File: config.mk
export PLATFORM = sky130hd
export DESIGN_NAME = phrase_player
export DESIGN_NICKNAME = d
export VERILOG_FILES = /design/src/rtl/phrase_player.sv
export SDC_FILE = /design/constraint.sdc
export NUM_CORES = 1
export LEC_CHECK = 0
export CORE_MARGIN = 5
export CORE_UTILIZATION = 55
export CTS_BUF_LIST = sky130_fd_sc_hd__clkbuf_4 sky130_fd_sc_hd__clkbuf_8
export DETAILED_ROUTE_END_ITERATION = 10
export PLACE_DENSITY = 0.88
export SLEW_MARGIN = 0
export SYNTH_ARGS = -nofsm -noshare
export SYNTH_HDL_FRONTEND = slang
export SYNTH_SLANG_ARGS = --single-unit
File: constraint.sdc
create_clock -name clk -period 9.6 [get_ports clk]
set_input_delay 1.92 -clock clk [delete_from_list [all_inputs] [get_ports clk]]
set_output_delay 1.92 -clock clk [all_outputs]
set_load 0.02 [all_outputs]
File: src/rtl/phrase_player.sv
// Playback sequencer: advances the phrase row at a BPM-derived rate (4 rows per beat),
// latches the four channel words per row and drives per-channel trig/gate and decoded fields.
module phrase_player #(
    parameter int unsigned CLK_HZ   = 100000000,
    parameter int unsigned NOTE_MAX = 107
) (
    input  logic        clk,
    input  logic        rst_active_high,
    input  logic        play_pause,
    input  logic [7:0]  bpm,
    input  logic [15:0] channel_0,
    input  logic [15:0] channel_1,
    input  logic [15:0] channel_2,
    input  logic [15:0] channel_3,
    output logic [3:0]  row,
    output logic        row_tick,
    output logic [3:0]  trig,
    output logic [3:0]  gate,
    output logic [31:0] note_out,
    output logic [23:0] vol_out,
    output logic [7:0]  inst_out
);

    // 4 rows per beat: a row every CLK_HZ*60/(4*bpm) cycles, carried as acc += bpm vs CLK_HZ*15.
    localparam logic [31:0] THRESH   = 32'(CLK_HZ * 15);
    localparam logic [7:0]  NOTE_LIM = 8'(NOTE_MAX);

    typedef enum logic [1:0] {
        IDLE,
        START,
        FETCH,
        RUN
    } state_t;

    state_t      state_q, state_d;
    logic [3:0]  row_q, row_d;
    logic [31:0] acc_q, acc_d;
    logic        play_prev_q;
    logic        row_tick_q, row_tick_d;
    logic [3:0]  trig_q, trig_d;
    logic [3:0]  gate_q, gate_d;
    logic [31:0] note_q, note_d;
    logic [23:0] vol_q, vol_d;
    logic [7:0]  inst_q, inst_d;

    logic [15:0] word [4];
    logic [31:0] sum;

    assign word[0] = channel_0;
    assign word[1] = channel_1;
    assign word[2] = channel_2;
    assign word[3] = channel_3;
    assign sum     = acc_q + {24'd0, bpm};

    always_comb begin
        state_d    = state_q;
        row_d      = row_q;
        acc_d      = acc_q;
        row_tick_d = 1'b0;
        trig_d     = '0;
        gate_d     = gate_q;
        note_d     = note_q;
        vol_d      = vol_q;
        inst_d     = inst_q;

        // Pause wins over everything: row, acc and fields freeze, only the gates drop.
        if (!play_pause) begin
            state_d = IDLE;
            gate_d  = '0;
        end else begin
            case (state_q)
                IDLE: begin
                    gate_d = '0;
                    if (!play_prev_q) begin
                        state_d = START;
                    end
                end
                START: begin
                    row_d   = '0;
                    acc_d   = '0;
                    state_d = FETCH;
                end
                FETCH: begin
                    row_tick_d = 1'b1;
                    for (int unsigned ch = 0; ch < 4; ch++) begin
                        if (word[ch] != 16'hFFFF && word[ch][15:8] <= NOTE_LIM) begin
                            note_d[8*ch +: 8] = word[ch][15:8];
                            vol_d[6*ch +: 6]  = word[ch][7:2];
                            inst_d[2*ch +: 2] = word[ch][1:0];
                            trig_d[ch]        = 1'b1;
                            gate_d[ch]        = 1'b1;
                        end
                    end
                    state_d = RUN;
                end
                RUN: begin
                    if (sum >= THRESH) begin
                        acc_d   = sum - THRESH;
                        row_d   = row_q + 4'd1;
                        state_d = FETCH;
                    end else begin
                        acc_d = sum;
                    end
                end
                default: state_d = IDLE;
            endcase
        end
    end

    always_ff @(posedge clk or posedge rst_active_high) begin
        if (rst_active_high) begin
            state_q     <= IDLE;
            row_q       <= '0;
            acc_q       <= '0;
            play_prev_q <= 1'b0;
            row_tick_q  <= 1'b0;
            trig_q      <= '0;
            gate_q      <= '0;
            note_q      <= '0;
            vol_q       <= '0;
            inst_q      <= '0;
        end else begin
            state_q     <= state_d;
            row_q       <= row_d;
            acc_q       <= acc_d;
            play_prev_q <= play_pause;
            row_tick_q  <= row_tick_d;
            trig_q      <= trig_d;
            gate_q      <= gate_d;
            note_q      <= note_d;
            vol_q       <= vol_d;
            inst_q      <= inst_d;
        end
    end

    assign row      = row_q;
    assign row_tick = row_tick_q;
    assign trig     = trig_q;
    assign gate     = gate_q;
    assign note_out = note_q;
    assign vol_out  = vol_q;
    assign inst_out = inst_q;

endmodule
==> flow_summary_export.csv <==
group,metric,value,unit
run_status,status,"complete, no violations",
synthesis,ys_types,63,
setup_path,crit_cells,17,
clocking,insertion_delay,0.38,ns
final_layout,seqCellArea,2800,µm²
setup_path,cp.arrival,6.49,ns
synthesis,synthCells,706,
synthesis,yosysSeqAreaShare,45.7,%
floorplan,die_y,116,µm
global_route,grt_pass1_vias,5909,
routing,drt-pass1-iter-count,5,
synthesis,synth_edf_count,0,
global_route,grt_max_degree,72,
final_layout,final_nets,924,
sta,setup_violations,0,
setup_path,startpoint,"bpm[0]",
final_layout,syn2layout_area_growth,28.9,%
synthesis,synthFlopType,"dfrtp_1",
synthesis,syn_area_per_cell,8.69,µm²
floorplan,core-area,10900,µm²
pwr,cellPowerDensity,175,nW/µm²
clocking,numCtsBuffers,9,
sta,skew,0.00859,ns
placed_design,numPortBuffers,151,
floorplan,die_x,116,µm
synthesis,yosys_warnings,0,
placed_design,dp_hpwl,13.3,mm
floorplan,ios,152,
sta,rsz0062_at_grt,"false",
floorplan,start_util,56.4,%
final_layout,final_util,72.6,%
setup_path,r2r_cells,16,
sta,tightest_slew,1.17,ns
floorplan,num_rows,38,
setup_path,slowest_stage,"o21ai_2",
flow_run,drv_cap,0,
routing,routed_wl,17.7,mm
clocking,cts_hold_buf,0,
placed_design,gp_congestion,0.916,
sta,final_max_slew_viol_count,0,
clocking,tritoncts,"yes",
routing,avgViaCountPerCell,5.84,
final_layout,drive_gt1_share,4.16,%
clocking,ctsLongestPathBuffers,2,
routing,drc,0,
setup_path,crit_required,9.82,ns
pwr,max-vdd-ir-drop,0.000155,V
placed_design,dp_cells,967,
setup_path,cp_cell_sequence,"clkdlybuf4s50_1, ha_1, fa_1, a211oi_1, o211ai_1, nand2_1, xnor2_1, ha_1, inv_1, a221o_1, a22oi_4, or3_4, a311oi_4, o21ai_2, o221ai_1, xnor2_1, o21ai_0",
setup_path,critPathMaxFanout,17,
clocking,cts_root_buf,"clkbuf_8",
worst_hold_path,hold_start,"gate[1]$_DFFE_PP0P_",
global_route,grt_pass1_wl,29.3,mm
worst_hold_path,hold_class,"flip-flop to flip-flop",
setup_path,critPathKind,"primary input to flip-flop",
setup_path,regToRegEndpoint,"acc_q[25]$_DFFE_PP0P_",
clocking,clkSlewWorstSetupHoldPaths,0.10,ns
final_layout,antenna_cells,0,
synthesis,syn-num-nets,792,
pwr,p_leak,0.00352,µW
sta,timing.slew.headroom,22.0,%
routing,ant_nets,0,
sta,fin_crit,6.27,ns
synthesis,syn_area,6140,µm²
sta,clock.fmax,0.159,GHz
synthesis,async_flop_share,100,%
global_route,overflow,0,
clocking,post-cts-setup-buffer-count,0,
clocking,clkSinkCount,112,
setup_path,worstSetupEndpointType,"flip-flop",
floorplan,die_area,13400,µm²
setup_path,cp-start-kind,"primary input",
final_layout,fillCellCount,798,
routing,drtIter0Drc,454,
setup_path,endpoint,"acc_q[25]$_DFFE_PP0P_",
final_layout,fin_cells,982,
setup_path,worst-path-buf-inv,2,
routing,wl_per_cell,18.0,µm
setup_path,path_delay_family,"compound AO/OA/AOI/OAI gates",
routing,via_count,5730,
clocking,cts_htree_levels,3,
setup_path,r2r-start,"acc_q[0]$_DFFE_PP0P_",
setup_path,rrSetupSlack,4.90,ns
global_route,antenna_found_initial,0,
global_route,track_usage,27.7,%
clocking,cts_resized,0,
sta,post-route-period-util,65.3,%
synthesis,synth_seq_cells,112,
sta,hold_violations,0,
sta,setup_tns,0,ns
final_layout,multi_input_area,3130,µm²
setup_path,cpPeakStageDelay,0.65,ns
## sequential cells by signal, indices dropped and copies added (netlist names)
signal / flops
acc_q: 32
gate: 4
inst_out: 8
note_out: 32
play_prev_q: 1
row: 4
row_tick: 1
state_q: 2
trig: 4
vol_out: 24
## worst min-delay path, stage by stage (launching register included)
cell and delay (ns):
dfrtp_1 0.36, nand2_1 0.05, nand2_1 0.05
## power breakdown
part	internal (µW)	total [µW]	switching [µW]	leakage, µW
logic	218	472	254	0.00194
clock network	134	301	167	0.000107
registers	558	610	52.5	0.00147
total	910	1380	474	0.00352
## kinds of logic (layout without fill, tap and decap cells)
group,after synthesis,after routing,share of synthesized area (%)
multiplexers,7,7,1.16
AND/OR/NAND/NOR,339,339,23.9
AO/OA/AOI/OAI,146,146,17.5
XOR/XNOR,42,42,6.00
flip-flops,112,112,45.7
buffers and inverters,49,185,3.36
adder cells (fa/ha/maj),11,11,2.37
## cells in the mapped netlist, drive strengths merged, types with 3 or more instances
master     n  area, µm²
a21o       7       52.6
or3        7       48.8
nor3      11       60.1
nand3     26        130
dfrtp    112       2800
o21a       3       22.5
nand2    222        833
a2111oi    3       45.1
inv       16       60.1
o22ai      4       25.0
o21ai     41        209
and2       6       37.5
and4       3       26.3
mux2i      6       60.1
xor2      16        140
nor2      31        116
o211ai     7       57.6
a21oi     27        143
a22o       7       61.3
ha        10        125
a211oi     5       42.5
a31oi      5       31.3
nand4     11       68.8
buf       10       56.3
clkbuf    23       90.1
xnor2     26        228
o32a       8       80.1
o31ai      9       95.1
and3      15       93.8
## how the worst min path moves through the flow
stage	slack [ns]	endpoint	cells past startpoint
2_1_floorplan	0.45	acc_q[2]$_DFFE_PP0P_	2
3_3_place_gp	0.46	note_out[10]$_DFFE_PP0P_	2
3_5_place_dp	0.46	note_out[26]$_DFFE_PP0P_	2
4_1_cts	0.49	note_out[10]$_DFFE_PP0P_	2
5_1_grt	0.51	note_out[1]$_DFFE_PP0P_	2
6_report	0.48	gate[1]$_DFFE_PP0P_	2
## cell type report
type / count / area share (%)
sequential: 112 / 35.4
multi-input combinational: 545 / 39.5
inverter: 16 / 0.791
clock inverter: 4 / 0.775
clock buffer: 11 / 1.84
timing repair buffer: 154 / 19.4
tap: 140 / 2.22
## placed cells by master, fill, tap and decap left out, types with 3 or more instances in the layout
cell type	instances
o22ai_1	4
o31ai_1	7
a22o_1	7
o21ai_0	34
xor2_1	16
and4_1	3
o32a_1	8
and3_1	15
buf_4	3
nor2_1	31
a21o_1	7
a21oi_1	25
a31oi_1	5
and2_1	6
clkbuf_8	10
o211ai_1	6
inv_1	15
a211oi_1	4
xnor2_1	26
o21ai_1	6
nand4_1	11
nor3_1	10
mux2i_1	6
nand2_1	222
ha_1	10
dfrtp_1	112
o21a_1	3
nand3_1	26
clkdlybuf4s50_1	151
or3_1	6
## routing by layer
layer / global-route usage (%) / wire length, µm
met5: 0 / 0
met4: 8.82 / 447
met3: 12.6 / 2010
met2: 45.6 / 8460
met1: 32.5 / 6790
## stage by stage
stage                     area (µm²)  power [µW]  setup WS [ns]  hold slack [ns]
after detailed placement        7700        1090           3.07            0.462
after global placement          7700        1080           3.20            0.457
final                           7910        1380           3.33            0.483
after global routing            7910        1450           3.05            0.512
after CTS                       7910        1390           3.45            0.487
after floorplan                 6140         838           4.09            0.454
No activity file was read; power rests on OpenSTA's default activity.
